**src/rtl/ysyx_23060025_mem_stage_pkg.sv**
```systemverilog
// Shared constants, bus layouts and store helpers for the memory-access stage.
package ysyx_23060025_mem_stage_pkg;

  localparam int unsigned DataLen = 32;

  // Load kinds carried in load_type (0 = not a load)
  localparam logic [2:0] LOAD_NONE = 3'd0;
  localparam logic [2:0] LOAD_LB   = 3'd1;
  localparam logic [2:0] LOAD_LH   = 3'd2;
  localparam logic [2:0] LOAD_LW   = 3'd3;
  localparam logic [2:0] LOAD_LBU  = 3'd4;
  localparam logic [2:0] LOAD_LHU  = 3'd5;

  // Store kinds carried in store_type (0 = not a store)
  localparam logic [1:0] STORE_NONE = 2'd0;
  localparam logic [1:0] STORE_SB   = 2'd1;
  localparam logic [1:0] STORE_SH   = 2'd2;
  localparam logic [1:0] STORE_SW   = 2'd3;

  // Data-memory access FSM encodings
  localparam logic [1:0] MS_IDLE = 2'd0;
  localparam logic [1:0] MS_WAIT = 2'd1;
  localparam logic [1:0] MS_DONE = 2'd2;

  // EX -> MEM bus, MSB first
  typedef struct packed {
    logic        wd;
    logic [4:0]  wreg;
    logic [31:0] alu_result;
    logic        mem_op;
    logic [31:0] store_data;
    logic [2:0]  load_type;
    logic [1:0]  store_type;
    logic [31:0] csr_wdata;
    logic [2:0]  csr_flag;
    logic [11:0] csr_waddr;
    logic [31:0] mcause;
    logic        ebreak;
    logic        fencei;
  } es_to_ms_bus_t;

  // MEM -> WB bus, MSB first; width is the sum of the listed fields
  typedef struct packed {
    logic        wd;
    logic [4:0]  wreg;
    logic [31:0] ms_result;
    logic [31:0] csr_wdata;
    logic [2:0]  csr_flag;
    logic [11:0] csr_waddr;
    logic [31:0] mcause;
    logic        ebreak;
    logic        fencei;
  } ms_to_ws_bus_t;

  localparam int unsigned ES_TO_MS_DATA_BUS    = $bits(es_to_ms_bus_t);
  localparam int unsigned MS_TO_WS_DATA_BUS    = $bits(ms_to_ws_bus_t);
  localparam int unsigned MS_TO_DS_FORWARD_BUS = 39;

  // Byte strobes for a store; SH ignores addr[0]
  function automatic logic [3:0] store_wstrb(input logic [1:0] store_type,
                                             input logic [1:0] addr_low);
    logic [3:0] strb;
    strb = 4'b0000;
    case (store_type)
      STORE_SB: strb = 4'b0001 << addr_low;
      STORE_SH: strb = 4'b0011 << {addr_low[1], 1'b0};
      STORE_SW: strb = 4'b1111;
      default:  strb = 4'b0000;
    endcase
    return strb;
  endfunction

  // Store data replicated across every lane it could land in
  function automatic logic [31:0] store_wdata(input logic [1:0]  store_type,
                                              input logic [31:0] data);
    logic [31:0] wdata;
    wdata = '0;
    case (store_type)
      STORE_SB: wdata = {4{data[7:0]}};
      STORE_SH: wdata = {2{data[15:0]}};
      STORE_SW: wdata = data;
      default:  wdata = '0;
    endcase
    return wdata;
  endfunction

endpackage

```
**src/rtl/ysyx_23060025_mem_stage_load_align.sv**
```systemverilog
// Selects the addressed byte/half/word from a word-aligned read and extends it.
module ysyx_23060025_mem_stage_load_align
  import ysyx_23060025_mem_stage_pkg::*;
(
  input  logic [31:0] rdata,
  input  logic [1:0]  addr_low,
  input  logic [2:0]  load_type,
  output logic [31:0] load_data
);

  logic [7:0]  byte_val;
  logic [15:0] half_val;

  assign byte_val = rdata[{addr_low, 3'b000} +: 8];
  assign half_val = rdata[{addr_low[1], 4'b0000} +: 16];

  // Extend the selected lane according to the load kind
  always_comb begin
    load_data = '0;
    case (load_type)
      LOAD_LB:  load_data = {{24{byte_val[7]}}, byte_val};
      LOAD_LH:  load_data = {{16{half_val[15]}}, half_val};
      LOAD_LW:  load_data = rdata;
      LOAD_LBU: load_data = {24'd0, byte_val};
      LOAD_LHU: load_data = {16'd0, half_val};
      default:  load_data = '0;
    endcase
  end

endmodule

```
**src/rtl/ysyx_23060025_mem_stage.sv**
```systemverilog
// Memory-access pipeline stage: latches the EX bus, performs one outstanding
// data-memory access, and passes the result to WB and forwards it to decode.
module ysyx_23060025_mem_stage
  import ysyx_23060025_mem_stage_pkg::*;
#(
  parameter int unsigned DATA_LEN = 32
) (
  input  logic                            clock,
  input  logic                            reset,
  input  logic                            es_to_ms_valid_i,
  output logic                            ms_allowin_o,
  input  logic [ES_TO_MS_DATA_BUS-1:0]    es_to_ms_bus,
  output logic                            ms_to_ws_valid_o,
  input  logic                            ws_allowin_i,
  output logic [MS_TO_WS_DATA_BUS-1:0]    ms_to_ws_bus,
  output logic [MS_TO_DS_FORWARD_BUS-1:0] ms_to_ds_forward_bus,
  output logic                            data_req_valid_o,
  input  logic                            data_req_ready_i,
  output logic                            data_req_wen_o,
  output logic [DATA_LEN-1:0]             data_req_addr_o,
  output logic [3:0]                      data_req_wstrb_o,
  output logic [DATA_LEN-1:0]             data_req_wdata_o,
  input  logic                            data_resp_valid_i,
  input  logic [DATA_LEN-1:0]             data_resp_rdata_i
);

  logic                         ms_valid_q;
  logic [ES_TO_MS_DATA_BUS-1:0] bus_q;
  logic [1:0]                   state_q, state_d;
  logic [31:0]                  load_data_q, load_data_d;
  logic [31:0]                  aligned_data;
  es_to_ms_bus_t                es;
  ms_to_ws_bus_t                ws;
  logic                         is_load;
  logic                         ms_ready_go;
  logic [31:0]                  ms_result;
  logic                         forward_enable;
  logic                         dep_need_stall;

  assign es      = bus_q;
  assign is_load = (es.load_type != LOAD_NONE);

  // Non-memory ops pass straight through; memory ops wait for the access to finish
  assign ms_ready_go      = !es.mem_op || (state_q == MS_DONE);
  assign ms_allowin_o     = !ms_valid_q || (ms_ready_go && ws_allowin_i);
  assign ms_to_ws_valid_o = ms_valid_q && ms_ready_go;

  // Pipeline valid bit and instruction latch
  always_ff @(posedge clock) begin
    if (reset) begin
      ms_valid_q <= 1'b0;
      bus_q      <= '0;
    end else if (ms_allowin_o) begin
      ms_valid_q <= es_to_ms_valid_i;
      if (es_to_ms_valid_i) begin
        bus_q <= es_to_ms_bus;
      end
    end
  end

  ysyx_23060025_mem_stage_load_align u_load_align (
    .rdata     (data_resp_rdata_i),
    .addr_low  (es.alu_result[1:0]),
    .load_type (es.load_type),
    .load_data (aligned_data)
  );

  // Request is only presented in IDLE and held until the memory takes it
  assign data_req_valid_o = (state_q == MS_IDLE) && ms_valid_q && es.mem_op;
  assign data_req_wen_o   = (es.store_type != STORE_NONE);
  assign data_req_addr_o  = es.alu_result;
  assign data_req_wstrb_o = store_wstrb(es.store_type, es.alu_result[1:0]);
  assign data_req_wdata_o = store_wdata(es.store_type, es.store_data);

  // Access FSM next state; responses outside WAIT are dropped
  always_comb begin
    state_d     = state_q;
    load_data_d = load_data_q;
    case (state_q)
      MS_IDLE: begin
        if (data_req_valid_o && data_req_ready_i) begin
          state_d = MS_WAIT;
        end
      end
      MS_WAIT: begin
        if (data_resp_valid_i) begin
          load_data_d = aligned_data;
          state_d     = MS_DONE;
        end
      end
      MS_DONE: begin
        if (ws_allowin_i) begin
          state_d = MS_IDLE;
        end
      end
      default: state_d = MS_IDLE;
    endcase
  end

  // Access FSM state and captured load data
  always_ff @(posedge clock) begin
    if (reset) begin
      state_q     <= MS_IDLE;
      load_data_q <= '0;
    end else begin
      state_q     <= state_d;
      load_data_q <= load_data_d;
    end
  end

  assign ms_result = is_load ? load_data_q : es.alu_result;

  // Decode must stall on a load whose data has not come back yet
  assign forward_enable = ms_valid_q && es.wd && (es.wreg != 5'd0);
  assign dep_need_stall = ms_valid_q && is_load && (state_q != MS_DONE);
  assign ms_to_ds_forward_bus = {dep_need_stall, forward_enable, es.wreg, ms_result};

  // WB bus assembly; CSR and trap fields pass through untouched
  always_comb begin
    ws           = '0;
    ws.wd        = es.wd;
    ws.wreg      = es.wreg;
    ws.ms_result = ms_result;
    ws.csr_wdata = es.csr_wdata;
    ws.csr_flag  = es.csr_flag;
    ws.csr_waddr = es.csr_waddr;
    ws.mcause    = es.mcause;
    ws.ebreak    = es.ebreak;
    ws.fencei    = es.fencei;
  end

  assign ms_to_ws_bus = ws;

endmodule

```
**config.mk**
```make
export PLATFORM = sky130hd
export DESIGN_NAME = ysyx_23060025_mem_stage
export DESIGN_NICKNAME = d
export VERILOG_FILES = /design/src/rtl/ysyx_23060025_mem_stage_pkg.sv /design/src/rtl/ysyx_23060025_mem_stage_load_align.sv /design/src/rtl/ysyx_23060025_mem_stage.sv
export SDC_FILE = /design/constraint.sdc
export NUM_CORES = 1
export LEC_CHECK = 0
export ABC_AREA = 1
export ABC_CLOCK_PERIOD_IN_PS = 1350
export CORE_AREA = 2 2 167 169
export DETAILED_ROUTE_END_ITERATION = 10
export DIE_AREA = 0 0 169 171
export GPL_TIMING_DRIVEN = 0
export PLACE_DENSITY = 0.74
export REMOVE_ABC_BUFFERS = 1
export SLEW_MARGIN = 20
export SYNTH_ARGS = -nofsm -noshare
export SYNTH_HDL_FRONTEND = slang
export SYNTH_SLANG_ARGS = --single-unit
export TNS_END_PERCENT = 30
```
**constraint.sdc**
```tcl
create_clock -name clock -period 1.35 [get_ports clock]
set_input_delay 0.135 -clock clock [delete_from_list [all_inputs] [get_ports clock]]
set_output_delay 0.135 -clock clock [all_outputs]
set_load 0.05 [all_outputs]
```
==> summary.txt <==
Layout
  • Util after Layout: 62.4%
  • Non-Filler Instances: 2,141
  • Most frequent cells in the layout: 279 x nor2_1, 227 x clkdlybuf4s50_1, 174 x dfxtp_1, 166 x nand2_1, 91 x o21ai_2
  • Area growth syn-to-layout: 78.0%
  • Fill cell count: 2,226
  • Commonest non-fill, non-tap cell in the layout: nor2_1
  • ANT cells: 0
  • Layout Nets: 1,977
  • Layout cells sized above 1: 37.8%

Critical path
  • Worst path required time: 1.22 ns
  • CP max stage delay: 0.36 ns
  • Critical path arrival: 1.83 ns
  • Worst path cell trace: nor2_4 -> buf_6 -> nand2_8 -> buf_12 -> clkinv_16 -> buf_8 -> buf_8 -> nand2_4 -> nand2_4 -> buf_8
  • CP Buf/Inv Count: 6
  • CP top delay family: buffers and inverters
  • Total stage count of the critical path: 10
  • Most frequent CP cell: buf_8
  • Maximum fanout along the worst path: 6
  • Nature of the critical path startpoint: register
  • Slowest stage cell, crit path: dfxtp_4
  • Crit end category: primary output
  • Setup Crit Path Kind: register to primary output
  • R2R depth: 9

Outcome
  • Status: finished, violations left
  • Violated checks: negative setup slack

Logic synthesis
  • Ys async rst share: 0%
  • Main combinational cell family by area after synthesis: simple AND/OR/NAND/NOR gates
  • Synth Area in Simple Gates: 24.5%
  • Post-synthesis compound-gate area fraction: 15.9%
  • Mux contribution to synthesized area: 0%
  • Synth Area in Adders: 0%
  • Xor-xnor portion of the synthesized cell area: 0%
  • Post-synthesis register bit count: 192
  • Post-synth top flop: dfxtp_1
  • Count of different cell masters after synthesis: 23
  • Ys Warns: 0
  • Cell count after synthesis: 1,424
  • Sequential area share after synthesis: 40.1%
  • Number of synthesized flops with an enable pin: 0
  • Mapped Avg Cell Area: 6.73 µm²
  • Post-Syn Area: 9590 µm²

Die
  • IO Pins: 425
  • DIE AREA: 28,900 µm²
  • Die width: 169 µm
  • Chip Height: 171 µm
  • Core ar.: 27,300 µm²
  • Initial core utilization: 35.1%
  • Number of core rows: 61

Clock tree
  • Number of CTS-inserted buffers: 17
  • CTS root buffer: clkbuf_16
  • CTS H-tree lvls: 4
  • Clock Sinks: 192
  • Worst-path clk slew: 0.09 ns
  • CTS tree: yes
  • Clk Latency, worst-skew pair: 0.43 ns
  • Clock Tree Buf Depth: 2
  • Hold buffers post-CTS: 0

Placed design
  • IO buf count: 424
  • Gpl congestion: 0.840
  • Placed cells: 1,958
  • DP HPWL: 22,000 µm

STA
  • Crit share post-route: 145%
  • Worst Max-Slew Pin Slew: 1.00 ns
  • Clk_skew: 0.0191 ns
  • Post-layout min period: 1.96 ns
  • Final worst setup slack: -0.612 ns
  • RSZ-0062 raised after global routing: yes
  • Highest Clock Rate: 0.510 GHz
  • Max transition margin: 33.3%
  • Setup violators final: 333
  • Final hold viol count: 0
  • Final Max Tran Viols: 0

Pwr
  • Pwr per Cell Area: 1140 nW/µm²
  • Worst vdd ir: 0.784 mV
  • Pleak: 7.55 nW

Run
  • Max-cap violations: 0

GRT
  • Largest net degree at the start of global routing: 100
  • GRT Total Usage: 23.1%
  • Global route overflow: 0
  • Global-route wire length before repair: 52,200 µm
  • Initial antenna violation count: 1
  • Vias in the first global route: 9,660

Route
  • Total wire length: 44,700 µm
  • Via Count: 10,948
  • Starting DRC count in detailed routing: 844
  • Drt pass-1 iters: 6
  • WL per Instance: 20.9 µm
  • Routed vias/inst: 5.11
  • Detail Route Antenna Nets: 0
  • DR DRC count: 0

Min path
  • Worst hold path type: primary input to register
  • Hold depth: 2
[worst paths after layout]
kind	startpoint	end	slack (ns)
min reg2reg	load_data_q[8]	load_data_q[8]	0.47
min	reset	load_data_q[20]	0.24
max	bus_q[84]	ms_to_ds_forward_bus[7]	-0.61
max reg2reg	bus_q[119]	load_data_q[1]	-0.30
[state kept, by name (all words and copies together), names as in the netlist]
register	count
bus_q	157
load_data_q	32
state_q	2
ms_valid_q	1
[synth_stat cells (3+ instances only)]
cell	number	area [µm²]
a21oi_1	86	430
o21ai_1	110	551
nand2_1	247	927
inv_1	71	267
buf_2	32	160
o211ai_1	8	60.1
nor2_1	344	1290
inv_2	6	22.5
o21a_1	3	22.5
buf_4	166	1250
clkbuf_1	40	150
o21ai_0	89	445
nand3_1	17	85.1
dfxtp_1	192	3840
[routing by layer]
| layer | GRT usage (%) | vias to the layer above | part of all wire [%] |
|---|---|---|---|
| li1 | - | 5084 | - |
| met1 | 25.4 | 5150 | 36 |
| met2 | 41.0 | 581 | 50 |
| met3 | 7.10 | 131 | 8.4 |
| met4 | 10.5 | 2 | 4.9 |
| met5 | 0 | - | 0.025 |
[layout make-up]
type                            instances  area [µm²]  share of cell area (%)
Clock buffer                           17         425                    2.49
Timing Repair Buffer                  556        5960                    35.0
Sequential cell                       192        3890                    22.8
Clock inverter                         15         223                    1.31
Tap cell                              346         433                    2.54
Inverter                               79         397                    2.32
Multi-Input combinational cell        925        5560                    32.6
Timing Repair inverter                 11         176                    1.03
[metrics by stage]
stage	hold slack (ns)	cell area, µm²	power (mW)	setup TNS (ns)	setup WS (ns)
floorplan	0.204	8010	9.49	-551.90	-2.74
global placement	0.453	12700	11.6	-1040.05	-5.13
detailed placement	0.457	12800	11.6	-316.32	-2.56
CTS	0.232	15200	18.3	-206.65	-0.760
global route	0.246	17100	20.2	-114.47	-0.673
finish	0.240	17100	19.5	-93.03	-0.612
[what timing repair did]
action,in CTS,in global routing
pin swaps,43,56
gates cloned,10,43
gates resized for setup,987,590
buffers inserted,70,33
endpoints found under the setup margin,420,421
[report_power, final]
group          total, mW  switching [mW]  leakage, nW  internal [mW]
clock network       5.55            2.78        0.313           2.77
logic               7.50            4.58         5.64           2.91
registers           6.41           0.341         1.59           6.07
[cell families after synthesis]
group	count (synthesis)
and+or+nand+nor	615
buffers and inverters	319
AOI/OAI and AO/OA	298
DFF	192
Power figures use the tool's default switching activity.
